$ cat src/rtl/iob_sp_reg_file_rmw.sv
// Byte-strobed read-modify-write sequencer and flush sweeper for iob_sp_reg_file.
// Optional IOB_RF_FULL_WR_BYPASS_EN: full-strobe writes skip the read phase.
module iob_sp_reg_file_rmw #(
  parameter int ADDR_W = 5,
  parameter int DATA_W = 16
) (
  input  logic                clk,
  input  logic                rst,
  input  logic                req_valid,
  output logic                req_ready,
  input  logic [ADDR_W-1:0]   req_addr,
  input  logic [DATA_W-1:0]   req_wdata,
  input  logic [DATA_W/8-1:0] req_wstrb,
  output logic                rsp_valid,
  output logic [DATA_W-1:0]   rsp_rdata,
  input  logic                flush_start,
  output logic                flush_busy,
  output logic                rf_we,
  output logic [ADDR_W-1:0]   rf_addr,
  output logic [DATA_W-1:0]   rf_w_data,
  input  logic [DATA_W-1:0]   rf_r_data
);

  localparam int STRB_W = DATA_W / 8;
  localparam logic [ADDR_W-1:0] LAST = {ADDR_W{1'b1}};

  typedef enum logic [2:0] {
    S_IDLE,
    S_READ,
    S_WRITE,
    S_RESP,
    S_FLUSH
  } state_t;

  state_t              state_q;
  logic [ADDR_W-1:0]   addr_q;
  logic [DATA_W-1:0]   wdata_q;
  logic [STRB_W-1:0]   wstrb_q;
  logic [DATA_W-1:0]   old_q;
  logic [ADDR_W-1:0]   cnt_q;
  logic                rsp_valid_q;
  logic                busy_q;
  logic                we_q;
  logic [DATA_W-1:0]   merged_d;
  logic                accept;
  logic                full_wr;

  assign req_ready = (state_q == S_IDLE) && !rst && !flush_start;
  assign accept    = req_ready && req_valid;

`ifdef IOB_RF_FULL_WR_BYPASS_EN
  assign full_wr = &req_wstrb;
`else
  assign full_wr = 1'b0;
`endif

  always_comb begin
    merged_d = '0;
    for (int i = 0; i < STRB_W; i++) begin
      merged_d[8*i +: 8] = wstrb_q[i] ? wdata_q[8*i +: 8]
                                      : old_q[8*i +: 8];
    end
  end

  always_ff @(posedge clk) begin
    if (rst) begin
      state_q     <= S_IDLE;
      addr_q      <= '0;
      wdata_q     <= '0;
      wstrb_q     <= '0;
      old_q       <= '0;
      cnt_q       <= '0;
      rsp_valid_q <= 1'b0;
      busy_q      <= 1'b0;
      we_q        <= 1'b0;
    end else begin
      unique case (state_q)
        S_IDLE: begin
          if (flush_start) begin
            cnt_q   <= '0;
            busy_q  <= 1'b1;
            we_q    <= 1'b1;
            state_q <= S_FLUSH;
          end else if (accept) begin
            addr_q  <= req_addr;
            wdata_q <= req_wdata;
            wstrb_q <= req_wstrb;
            if (full_wr) begin
              old_q   <= '0;
              we_q    <= 1'b1;
              state_q <= S_WRITE;
            end else begin
              state_q <= S_READ;
            end
          end
        end
        S_READ: begin
          old_q <= rf_r_data;
          if (|wstrb_q) begin
            we_q    <= 1'b1;
            state_q <= S_WRITE;
          end else begin
            rsp_valid_q <= 1'b1;
            state_q     <= S_RESP;
          end
        end
        S_WRITE: begin
          we_q        <= 1'b0;
          rsp_valid_q <= 1'b1;
          state_q     <= S_RESP;
        end
        S_RESP: begin
          rsp_valid_q <= 1'b0;
          state_q     <= S_IDLE;
        end
        S_FLUSH: begin
          // Counter parks on the last entry instead of wrapping.
          if (cnt_q == LAST) begin
            busy_q  <= 1'b0;
            we_q    <= 1'b0;
            state_q <= S_IDLE;
          end else begin
            cnt_q <= cnt_q + ADDR_W'(1);
          end
        end
        default: begin
          rsp_valid_q <= 1'b0;
          busy_q      <= 1'b0;
          we_q        <= 1'b0;
          state_q     <= S_IDLE;
        end
      endcase
    end
  end

  assign rf_we      = we_q && !rst;
  assign rf_addr    = busy_q ? cnt_q : addr_q;
  assign rf_w_data  = (we_q && !busy_q) ? merged_d : '0;
  assign rsp_valid  = rsp_valid_q;
  assign rsp_rdata  = old_q;
  assign flush_busy = busy_q;

endmodule

$ cat config.mk
export PLATFORM = sky130hd
export DESIGN_NAME = iob_sp_reg_file_rmw
export DESIGN_NICKNAME = d
export VERILOG_FILES = /design/src/rtl/iob_sp_reg_file_rmw.sv
export SDC_FILE = /design/constraint.sdc
export NUM_CORES = 1
export LEC_CHECK = 0
export ABC_AREA = 1
export BUFFER_PORTS_ARGS = -buffer_cell sky130_fd_sc_hd__buf_2
export CORE_MARGIN = 2
export CORE_UTILIZATION = 30
export DETAILED_ROUTE_END_ITERATION = 10
export PLACE_DENSITY = 0.49
export SETUP_SLACK_MARGIN = 0.5
export SLEW_MARGIN = 20
export SYNTH_ARGS = -nofsm -noshare
export SYNTH_HDL_FRONTEND = slang
export SYNTH_SLANG_ARGS = --single-unit
$ cat constraint.sdc
create_clock -name clk -period 3.43 [get_ports clk]
set_input_delay 0.343 -clock clk [delete_from_list [all_inputs] [get_ports clk]]
set_output_delay 0.343 -clock clk [all_outputs]
set_load 0.01 [all_outputs]
==> summary.md <==
| Metric | Value |
|---|---|
| Maximum fanout along the worst path | 16 |
| Synth Cell Area | 2225 sq um |
| DRC errors left | 0 |
| Root Driver | clkbuf_8 |
| DR WL/cell | 12.65 um |
| Worst min-delay path category | input pin to register |
| Final setup violating endpoints | 0 |
| Tot GR Track Use | 14.77% |
| Cell taking the most area after synthesis | dfxtp_1 |
| Pre-CTS WS | 1.547 ns |
| Number of port buffers | 83 |
| DR vias/cell | 4.520 |
| Worst Path Required | 3.09 ns |
| First-pass GRT wire length | 9798 um |
| H-tree levels | 2 |
| Nets@finish | 426 |
| CTS resizes | 0 |
| Initial antenna violation count | 0 |
| Final Hold Vio Count | 0 |
| Max Cap Viol | 0 |
| Commonest non-fill, non-tap cell in the layout | buf_2 |
| Io pins | 84 |
| Die extent in x | 90.11 um |
| Status | finished clean |
| Die area | 8120 sq um |
| FMAX | 480.1 MHz |
| CTS Hold Bufs | 0 |
| Synth warnings | 0 |
| Initial Utilization | 30.84% |
| Synthesized net count | 352 |
| Post-synthesis instance total | 307 |
| CTS tree | done |
| Grt total ovfl | 0 |
| Max Clock Skew | 0.005407 ns |
| Library cells used by synthesis | 26 |
| Period Utilization, post-route | 60.73% |
| Setup TNS | 0 ns |
| Post-Route WL | 6085 um |
| CP Class | register to output pin |
| Startpoint types | register |
| Diodes inserted | 0 |
| Largest net degree at the start of global routing | 42 |
| Clock period minus worst slack | 2.083 ns |
| Vias in the first global route | 2,084 |
| Least-Margin Pin Slew | 0.6686 ns |
| Rel. slew slack | 55.42% |
| Unrepaired setup endpoints after global routing | no |
| Die Ht | 90.11 um |
| Yosys top cell area share | 44.99% |
| Clock Sinks | 50 |
| Area growth syn-to-layout | 24.92% |
| Clock-pin slew on the worst setup and hold paths | 0.09 ns |
| Flops & latches, synth | 50 |
| Average cell area after synthesis | 7.246 sq um |
| # Post-CTS Setup Buffers | 0 |
| Initial drt markers | 60 |
| Largest cells by area after synthesis | dfxtp_1, nand2_1, nand3_1 |
| Final Power | 0.001529 W |
| Hpwl dp | 4333 um |
| WP data arrival | 1.74 ns |
| Crit. End Element | output pin |
| Placer congestion estimate | 0.7602 |
| Final Max Slew Viols | 0 |
| Via count | 2,174 |
| Number of buffers created by CTS | 5 |
| Sequential fraction of the synthesis area | 44.99% |
| Most frequent cells in the layout | buf_2, nand2_1, dfxtp_1 |
| Worst reg2reg path depth | 7 |
| Final ANT Viol Nets | 0 |
| Fraction of layout cells with a size suffix above 1 | 26.44% |
| Worst Hold Depth | 3 |
| Leakage | 1.380 nW |
| Power Dens Cells | 550.2 nW/um^2 |
| Post-route setup slack | 1.347 ns |
| Core area | 7214 sq um |
| Maximum vdd ir drop | 0.0001517 V |
| Clock Path Buffers | 2 |
| Drt pass-1 iters | 4 |
| # rows | 31 |
| Worst-skew pair later-pin latency | 0.30 ns |
==> per-layer routing <==
layer	share of wire (%)	vias to the layer above	GRT usage [%]	wire, um
li1	-	1146	-	-
met1	49	974	18.42	2958
met2	47	49	25.63	2844
met3	3.5	5	2.934	214
met4	1.1	0	4.615	68
met5	0	-	0	0
==> cell type report <==
cell class | instances | area [sq um]
well taps | 99 | 123.9
inverters | 33 | 125.1
clock buffers | 6 | 82.58
multi-input cells | 207 | 1011
flip-flops and latches | 50 | 1001
repair buffers | 84 | 422.9
clock inverters | 2 | 12.51
fillers | 836 | 4436
==> critical path, cell delays in order, from the launching register on <==
cell and delay (ns):
dfxtp_1 0.42, or2_1 0.51, a211oi_1 0.32, buf_2 0.19
==> cell usage after synthesis (all sizes together) <==
| cell type | count |
|---|---|
| nand2 | 62 |
| dfxtp | 50 |
| nor2 | 39 |
| nand3 | 32 |
| a21oi | 29 |
| inv | 29 |
| o21ai | 22 |
| a211oi | 16 |
| clkbuf | 9 |
| buf | 8 |
| clkinv | 4 |
| ha | 2 |
| mux2 | 1 |
| nand4 | 1 |
| nor3 | 1 |
| o211ai | 1 |
| or2 | 1 |
==> sequential cells by signal (all words and copies together) (netlist names) <==
register    count
flush_busy      1
wstrb_q         2
rsp_valid       1
addr_q          5
we_q            1
cnt_q           5
state_q         3
wdata_q        16
rsp_rdata      16
==> logic make-up after synthesis <==
| family | count (synthesis) | synth area share, % |
|---|---|---|
| DFF | 50 | 44.99 |
| adders and majority gates | 2 | 1.125 |
| AOI/OAI and AO/OA | 68 | 17.21 |
| buffers and inverters | 50 | 9.561 |
| muxes | 1 | 0.5062 |
| and+or+nand+nor | 136 | 26.60 |
==> final timing paths <==
path / to / slack (ns) / from
hold reg to reg: rsp_rdata[2] / 0.47 / rsp_rdata[2]
setup reg to reg: wdata_q[15] / 1.59 / state_q[2]
hold / removal: wdata_q[10] / 0.23 / req_wdata[10]
setup / recovery: rf_w_data[3] / 1.35 / flush_busy
==> power breakdown <==
group	internal (W)	leakage (nW)	switching [W]	total (W)
logic	0.000163	0.924	0.000287	0.000450
registers	0.000663	0.408	0.0000517	0.000714
clock network	0.000163	0.0472	0.000202	0.000365
total	0.000988	1.38	0.000541	0.00153
==> metrics by stage <==
stage	instances	hold slack [ns]	util, %	cell area [sq um]
2_1_floorplan	307	0.4406	-	2225
4_1_cts	481	0.2147	38.52	2779
6_report	481	0.2253	38.52	2779
5_1_grt	481	0.2283	38.52	2779
3_3_place_gp	473	0.4536	37.20	2684
3_5_place_dp	473	0.4593	37.20	2684
Note: power is estimated with default switching activity, not from simulation.
